--- config.mk ---
export PLATFORM = sky130hd
export DESIGN_NAME = pulse_train_generator
export DESIGN_NICKNAME = d
export VERILOG_FILES = /design/src/rtl/pulse_train_pkg.sv /design/src/rtl/phase_timer.sv /design/src/rtl/pulse_train_generator.sv
export SDC_FILE = /design/constraint.sdc
export NUM_CORES = 1
export LEC_CHECK = 0
export CAP_MARGIN = 20
export CORE_ASPECT_RATIO = 0.8
export CORE_MARGIN = 2
export CORE_UTILIZATION = 39
export CTS_CLUSTER_SIZE = 8
export DETAILED_ROUTE_END_ITERATION = 6
export PLACE_DENSITY = 0.62
export SLEW_MARGIN = 5
export SYNTH_ARGS = -nofsm -noshare
export SYNTH_HDL_FRONTEND = slang
export SYNTH_SLANG_ARGS = --single-unit
--- constraint.sdc ---
create_clock -name clk -period 3.13 [get_ports clk]
set_input_delay 0.313 -clock clk [delete_from_list [all_inputs] [get_ports clk]]
set_output_delay 0.313 -clock clk [all_outputs]
set_load 0.05 [all_outputs]
--- src/rtl/pulse_train_pkg.sv ---
// Shared types and helpers for the pulse train generator.
package pulse_train_pkg;

    localparam int DEF_N = 8;
    localparam int DEF_W = 16;

    typedef enum logic [1:0] {
        IDLE = 2'd0,
        HIGH = 2'd1,
        LOW  = 2'd2,
        DONE = 2'd3
    } state_e;

    function automatic int unsigned at_least_one(input int unsigned x);
        return (x == 0) ? 1 : x;
    endfunction

endpackage

--- src/rtl/phase_timer.sv ---
// Down-counter timing one HIGH or LOW phase; zero flags the phase's last cycle.
module phase_timer #(
    parameter int W = 16
) (
    input  logic         clk,
    input  logic         reset_n,
    input  logic         load,
    input  logic [W-1:0] load_val,
    input  logic         dec,
    output logic         zero
);

    logic [W-1:0] count_q, count_d;

    always_comb begin
        count_d = count_q;
        if (load)
            count_d = load_val;
        else if (dec && count_q != '0)
            count_d = count_q - W'(1);
    end

    always_ff @(posedge clk or negedge reset_n) begin
        if (!reset_n)
            count_q <= '0;
        else
            count_q <= count_d;
    end

    assign zero = (count_q == '0);

endmodule

--- src/rtl/pulse_train_generator.sv ---
// Emits a burst of pulse_count pulses with programmable high/low widths.
// Define PULSE_TRAIN_ABORT_EN to add an abort input that cuts a burst short.
module pulse_train_generator
    import pulse_train_pkg::*;
#(
    parameter int N = DEF_N,
    parameter int W = DEF_W
) (
    input  logic         clk,
    input  logic         reset_n,
    input  logic         start,
    input  logic [N-1:0] pulse_count,
    input  logic [W-1:0] high_cycles,
    input  logic [W-1:0] low_cycles,
`ifdef PULSE_TRAIN_ABORT_EN
    input  logic         abort,
`endif
    output logic         pulse_out,
    output logic         busy,
    output logic         done,
    output logic [N-1:0] pulses_sent
);

    state_e       state_q, state_d;
    logic         pulse_q, pulse_d;
    logic         busy_q, busy_d;
    logic         done_q, done_d;
    logic [N-1:0] sent_q, sent_d;
    logic [N-1:0] remain_q, remain_d;
    logic [W-1:0] hcfg_q, hcfg_d;
    logic [W-1:0] lcfg_q, lcfg_d;

    logic         tmr_load, tmr_dec, tmr_zero;
    logic [W-1:0] tmr_val;

    // Timer reload value: a zero width still lasts one cycle.
    function automatic logic [W-1:0] eff_m1(input logic [W-1:0] x);
        return W'(at_least_one(32'(x)) - 1);
    endfunction

    always_comb begin
        state_d  = state_q;
        pulse_d  = pulse_q;
        busy_d   = busy_q;
        done_d   = 1'b0;
        sent_d   = sent_q;
        remain_d = remain_q;
        hcfg_d   = hcfg_q;
        lcfg_d   = lcfg_q;
        tmr_load = 1'b0;
        tmr_dec  = 1'b0;
        tmr_val  = '0;
        case (state_q)
            IDLE: if (start) begin
                hcfg_d = high_cycles;
                lcfg_d = low_cycles;
                if (pulse_count != '0) begin
                    state_d  = HIGH;
                    pulse_d  = 1'b1;
                    busy_d   = 1'b1;
                    sent_d   = N'(1);
                    remain_d = pulse_count - N'(1);
                    tmr_load = 1'b1;
                    tmr_val  = eff_m1(high_cycles);
                end else begin
                    state_d  = DONE;
                    done_d   = 1'b1;
                    sent_d   = '0;
                    remain_d = '0;
                end
            end
            HIGH: if (tmr_zero) begin
                state_d  = LOW;
                pulse_d  = 1'b0;
                tmr_load = 1'b1;
                tmr_val  = eff_m1(lcfg_q);
            end else begin
                tmr_dec = 1'b1;
            end
            LOW: if (tmr_zero) begin
                if (remain_q != '0) begin
                    state_d  = HIGH;
                    pulse_d  = 1'b1;
                    sent_d   = sent_q + N'(1);
                    remain_d = remain_q - N'(1);
                    tmr_load = 1'b1;
                    tmr_val  = eff_m1(hcfg_q);
                end else begin
                    state_d = DONE;
                    busy_d  = 1'b0;
                    done_d  = 1'b1;
                end
            end else begin
                tmr_dec = 1'b1;
            end
            DONE: state_d = IDLE;
            default: state_d = IDLE;
        endcase
`ifdef PULSE_TRAIN_ABORT_EN
        // Abort wins over any phase transition on the same edge.
        if (abort && (state_q == HIGH || state_q == LOW)) begin
            state_d  = DONE;
            pulse_d  = 1'b0;
            busy_d   = 1'b0;
            done_d   = 1'b1;
            sent_d   = sent_q;
            remain_d = remain_q;
            tmr_load = 1'b0;
            tmr_dec  = 1'b0;
        end
`endif
    end

    always_ff @(posedge clk or negedge reset_n) begin
        if (!reset_n) begin
            state_q  <= IDLE;
            pulse_q  <= 1'b0;
            busy_q   <= 1'b0;
            done_q   <= 1'b0;
            sent_q   <= '0;
            remain_q <= '0;
            hcfg_q   <= '0;
            lcfg_q   <= '0;
        end else begin
            state_q  <= state_d;
            pulse_q  <= pulse_d;
            busy_q   <= busy_d;
            done_q   <= done_d;
            sent_q   <= sent_d;
            remain_q <= remain_d;
            hcfg_q   <= hcfg_d;
            lcfg_q   <= lcfg_d;
        end
    end

    phase_timer #(.W(W)) u_timer (
        .clk      (clk),
        .reset_n  (reset_n),
        .load     (tmr_load),
        .load_val (tmr_val),
        .dec      (tmr_dec),
        .zero     (tmr_zero)
    );

    assign pulse_out   = pulse_q;
    assign busy        = busy_q;
    assign done        = done_q;
    assign pulses_sent = sent_q;

endmodule

==> flow_summary.ini, run 1 <==
[run_status]
status = finished, final reports clean

[critical_path]
critPathKind = reg2reg
crit_fanout = 5
worstPathArrival_ns = 3.18
cpMaxStageDelayCell = or4b_1
required_ns = 3.34
critPathBufInv = 1
path_cells = inv_1 -> ha_1 -> or4b_4 -> or4b_1 -> or3_1 -> xor2_1 -> o32ai_1
end_kind = flop
cpPeakStageDelay_ns = 0.62
crit_family = simple AND/OR/NAND/NOR gates
startpoint_type = flop

[final_layout]
synthToLayoutAreaGrowth_pct = 24.34
ff_latch_area_mm2 = 0.001727
drive_above_1_share_pct = 14.89
diodes = 0
fin_cells = 763
final_cell_mix = dfrtp_1, clkdlybuf4s50_1, nor2_1
multi_input_area_mm2 = 0.002910
final_area_mm2 = 0.005931
layout_commonest_cell = dfrtp_1
num-fill-cells = 1138
nets = 661

[route]
postRouteAntennaNets = 0
wire_per_inst_um = 17.43
via_per_inst = 5.739
drt_iter0_markers = 314
drc = 0
routed_wl_um = 13300
num_vias = 4379
drt_pass1_iterations = 5

[timing]
slew_headroom_pct = 45.50
fin_crit_ns = 2.963
finalSetupViolations = 0
skew_ns = 0.005822
tns_ns = 0
clock.fmax_mhz = 337.4
worst_pin_slew_ns = 0.8176
fin_crit_sh_pct = 94.68
rsz0062_at_grt = no
maxSlewViolCount = 0
finalHoldViolations = 0

[yosys]
synth_seq_cells = 69
synth_flop_cell = dfrtp_1
synthDistinctLibCells = 64
postSynthCellCount = 532
synth_edf_count = 0
synth_fp_nets = 586
syn_area_per_cell_um2 = 8.965
yosysWarnings = 0
syn_area_mm2 = 0.004770
ys_seq_area_share_pct = 36.20
async_flop_share_pct = 100.0

[job]
maxCapViolations = 0

[power_and_ir_drop]
vdd_drop_max_v = 0.0005211
p_leak_nw = 2.293
power_density_mw_per_mm2 = 893.5
switchingPower_mw = 2.257
internal_power_mw = 3.042
power.total_mw = 5.299
combPwrFrac_pct = 47.1
clkPwrFrac_pct = 19.0
power_frac_seq_pct = 33.9
sw_frac_of_total_pct = 42.60

[grt]
gr-total-overflow = 0
grt.busiest_layer = met2
grt_pass1_vias = 4191
use_met2_pct = 31.92
grt_pass1_wl_um = 21710
met3_usage_pct = 5.656
grt_max_degree = 37
antenna_found_initial = 0
globalRouteMet1Util_pct = 30.60
global_route.usage.total_pct = 21.16

[cts]
htreeDepth = 3
cts_buffers = 9
clock_sinks = 69
clock_latency_ns = 0.33
cts_hold_buf = 0
cts_tree = yes
cts_buffer_depth = 2
clock-root-buffer = clkbuf_16
cts-resized-gates = 0
cts_setup_buffers = 0
clk_pin_slew_ns = 0.06

[hold_path]
hold_path.class = in2async

[place]
io_buffers = 53
gp_congestion = 0.9266
postPlaceCellArea_mm2 = 0.005634
dp_cells = 748
dp_hpwl_um = 10290

[floorplan]
initial_core_util_pct = 39.51
num_rows = 36
die_area_mm2 = 0.01314
fp.dieH_um = 102.9
io_pins = 54
die_w_um = 127.6
coreArea_mm2 = 0.01207
power groups by stage:
stage	combinational [mW]	sequential [mW]	clock, mW
3_3_place_gp	2.43	1.78	0
3_5_place_dp	2.46	1.80	0
4_1_cts	2.47	1.79	1.02
6_report	2.49	1.80	1.01
5_1_grt	2.74	1.87	1.06
2_1_floorplan	1.71	1.77	0
path summary, 6_finish.rpt:
path	from	endpoint	slack (ns)	depth (start not counted)
max in group asynchronous	reset_n	remain_q[7]$_DFFE_PN0P_	2.40	2
worst min-delay path	reset_n	hcfg_q[3]$_DFFE_PN0P_	0.07	1
min in group clk	pulse_out$_DFFE_PN0P_	pulse_out$_DFFE_PN0P_	0.53	2
worst max register to register	state_q[1]$_DFFE_PN0P_	u_timer.count_q[9]$_DFFE_PN0P_	0.17	7
worst max-delay path	state_q[1]$_DFFE_PN0P_	u_timer.count_q[9]$_DFFE_PN0P_	0.17	7
worst min register to register	pulse_out$_DFFE_PN0P_	pulse_out$_DFFE_PN0P_	0.53	2
cells by family after synthesis:
| logic type | count (synthesis) | synth area share, % |
|---|---|---|
| and+or+nand+nor | 213 | 24.21 |
| xor gates and xnor gates | 48 | 8.814 |
| muxes | 39 | 9.024 |
| DFF | 69 | 36.20 |
| adders and majority gates | 11 | 2.886 |
| AOI/OAI and AO/OA | 119 | 15.98 |
| buffers and inverters | 33 | 2.885 |
cell type report:
class                           instances  share of cell area, %
Clock buffer                           10                  3.861
Clock inverter                          5                  1.055
Inverter                               15                 0.9494
Tap cell                              152                  3.207
Multi-Input combinational cell        430                  49.07
Timing Repair Buffer                   82                  12.74
Sequential cell                        69                  29.11
synth_stat cells, types with 3 or more instances:
library cell  instances  area [µm²]
dfrtp_1              69        1727
nor2_1               47       176.4
nand2_1              45       168.9
o21ai_0              35       175.2
mux2_2               32       360.4
xor2_1               27       236.5
a21oi_1              26       130.1
xnor2_1              21       183.9
nor3_1               20       100.1
inv_1                15       56.30
nor4_1               15       93.84
nand3_1              12       60.06
ha_1                 11       137.6
or3_1                11       68.82
o22ai_1              10       62.56
clkbuf_1              9       33.78
nor3b_1               8       60.06
or4_1                 8       60.06
mux2i_1               7       70.07
o31ai_1               6       45.04
a22oi_1               5       37.54
a31oi_1               5       31.28
and3_1                5       31.28
buf_2                 5       25.02
nand2b_1              5       31.28
nand3b_1              5       37.54
a211oi_1              4       30.03
and2_1                4       25.02
nand4_1               4       25.02
nor2b_1               4       25.02
o22a_1                4       35.03
a211o_1               3       26.28
buf_1                 3       11.26
or2_2                 3       18.77
or4b_1                3       30.03
routing by layer:
layer | vias to the layer above | routed length [µm]
li1 | 2115 | -
met1 | 2094 | 6396
met3 | 14 | 988
met5 | - | 0
met2 | 156 | 5742
met4 | 0 | 172
stage by stage:
stage	hold slack (ns)	setup WS (ns)	utilization, %
after floorplan	0.01741	0.4955	-
after global placement	0.4552	0.1516	46.67
after detailed placement	0.4487	0.05878	46.67
after CTS	0.09185	0.2101	49.09
after global routing	0.1328	0.009229	49.13
final	0.06718	0.1665	49.13
sequential cells by signal, indices dropped and copies added, names as in the netlist:
name             cells
u_timer.count_q     16
done                 1
pulse_out            1
remain_q             8
lcfg_q              16
hcfg_q              16
state_q              2
pulses_sent          8
busy                 1
(Power assumes the default switching activity.)
==> run 2: changes to the inputs <==
Settings changed: PLACE_DENSITY 0.62 to 0.64, SLEW_MARGIN 5 to 20.
Clock period 3.13 ns to 2.7 ns, I/O delays scaled along.
==> flow_summary.ini, run 2 (synthesis results as in run 1) <==
[final_layout]
final_area_mm2 = 0.006540
synthToLayoutAreaGrowth_pct = 37.12
nets = 731
num-fill-cells = 1082
drive_above_1_share_pct = 25.51
diodes = 0
reg.largest.list = hcfg_q (16), lcfg_q (16), u_timer.count_q (16)
final_cell_mix = buf_4, dfrtp_1, clkdlybuf4s50_1
layout_commonest_cell = buf_4

[critical_path]
reg2regPathDepth = 10
critPathKind = reg2reg
r2r-end = u_timer.count_q[3]$_DFFE_PN0P_
crit_fanout = 5
regToRegSetupSlack_ns = 0.05
end_kind = flop
startpoint_type = flop
reg2reg_from = u_timer.count_q[0]$_DFFE_PN0P_
required_ns = 2.96
worstPathArrival_ns = 2.91

[route]
wire_per_inst_um = 16.99
via_per_inst = 5.610
drc = 0
drt_iter0_markers = 466
drt_pass1_iterations = 5
postRouteAntennaNets = 0
num_vias = 4679
routed_wl_um = 14170

[power_and_ir_drop]
combPwrFrac_pct = 53.5
sw_frac_of_total_pct = 41.00
p_leak_nw = 2.654
clkPwrFrac_pct = 17.4
power_density_mw_per_mm2 = 1031
switchingPower_mw = 2.764
vdd_drop_max_v = 0.0006187
internal_power_mw = 3.978
power_frac_seq_pct = 29.1

[timing]
fin_crit_sh_pct = 98.27
finalSetupViolations = 0
worst_pin_slew_ns = 0.8441
maxSlewViolCount = 0
skew_ns = 0.003827
slew_headroom_pct = 43.73
clock.fmax_mhz = 376.9
hold_ws_ns = 0.02728
finalHoldViolations = 0
fin_crit_ns = 2.653

[place]
gp_congestion = 0.9341
io_buffers = 53
dp_hpwl_um = 11030
postPlaceCellArea_mm2 = 0.006165

[floorplan]
initial_core_util_pct = 39.51
coreArea_mm2 = 0.01207
num_rows = 36
io_pins = 54
fp.dieH_um = 102.9
die_w_um = 127.6
die_area_mm2 = 0.01314

[grt]
antenna_found_initial = 0
global_route.usage.total_pct = 22.06
grt_pass1_vias = 4421
grt_max_degree = 37
grt_pass1_wl_um = 22530
gr-total-overflow = 0

[run_status]
status = finished, final reports clean

[cts]
clock_sinks = 69
cts_hold_buf = 0
clock-root-buffer = clkbuf_16
clk_pin_slew_ns = 0.06
cts_buffers = 9
cts_buffer_depth = 2
htreeDepth = 3
cts_tree = yes
clock_latency_ns = 0.34

[job]
maxCapViolations = 0

[hold_path]
hold_path.class = in2async
-- run 2: power by group through the flow --
stage               logic, mW  registers (mW)  clock network, mW
finish                   3.61            1.96               1.18
global route             3.93            2.02               1.23
CTS                      3.53            1.94               1.19
detailed placement       3.50            1.94                  0
global placement         3.42            1.91                  0
floorplan                1.98            2.05                  0
-- run 2: critical path, stage by stage (launching register included) --
cell     delay, ns
dfrtp_1       0.41
inv_1         0.08
ha_1          0.21
or3b_2        0.49
buf_4         0.16
nor4_4        0.17
buf_4         0.20
nand3_1       0.23
a21oi_1       0.35
o31ai_1       0.16
o21ai_0       0.10
-- run 2: worst max path at each step --
stage | start | endpoint | slack (ns) | cells past startpoint
3_5_place_dp | pulse_count[1] | u_timer.count_q[11]$_DFFE_PN0P_ | -0.04 | 10
3_3_place_gp | hcfg_q[6]$_DFFE_PN0P_ | u_timer.count_q[12]$_DFFE_PN0P_ | -0.01 | 10
2_1_floorplan | lcfg_q[4]$_DFFE_PN0P_ | u_timer.count_q[6]$_DFFE_PN0P_ | 0.07 | 11
5_1_grt | hcfg_q[4]$_DFFE_PN0P_ | u_timer.count_q[14]$_DFFE_PN0P_ | -0.002 | 10
4_1_cts | lcfg_q[0]$_DFFE_PN0P_ | u_timer.count_q[6]$_DFFE_PN0P_ | 0.009 | 10
6_report | u_timer.count_q[0]$_DFFE_PN0P_ | u_timer.count_q[3]$_DFFE_PN0P_ | 0.05 | 10
-- run 2: metal layers --
metal,up-vias,routed length [µm],part of all wire [%],GRT usage [%]
met4,0,204,1.4,6.593
met2,149,6338,45,33.57
met1,2253,6775,48,31.83
met3,22,856,6.0,4.619
met5,-,0,0,0
li1,2255,-,-,-
-- run 2: final cells by class --
cell class                      instances  area (µm²)  area share, %
Timing Repair Buffer                  152        1294          19.78
Inverter                               15       56.30         0.8609
Tap cell                              152       190.2          2.908
Multi-Input combinational cell        430        2979          45.55
Clock buffer                           11       232.7          3.558
Sequential cell                        69        1727          26.40
Clock inverter                          5       61.31         0.9374
-- run 2: stage by stage --
stage / std cells / power, mW / setup TNS, ns / setup slack, ns / util, %
finish: 834 / 6.741 / 0 / 0.04684 / 54.18
global placement: 817 / 5.332 / -0.01136 / -0.01136 / 51.07
floorplan: 532 / 4.026 / 0 / 0.06546 / -
detailed placement: 817 / 5.442 / -0.07129 / -0.03619 / 51.07
global route: 834 / 7.182 / -0.002189 / -0.002189 / 54.18
CTS: 833 / 6.655 / 0 / 0.008784 / 53.60
-- run 2: timing repair --
item | CTS | global route
gates resized for setup | 2 | 15
setup buffers | 0 | 1
pin swaps | 0 | 7
setup endpoints to repair | 4 | 9
==> run 3: changes to the inputs <==
Settings changed: SLEW_MARGIN 20 to 25.
==> results of run 3 <==
No change in the layout: final DEF, timing and power equal those of run 2.
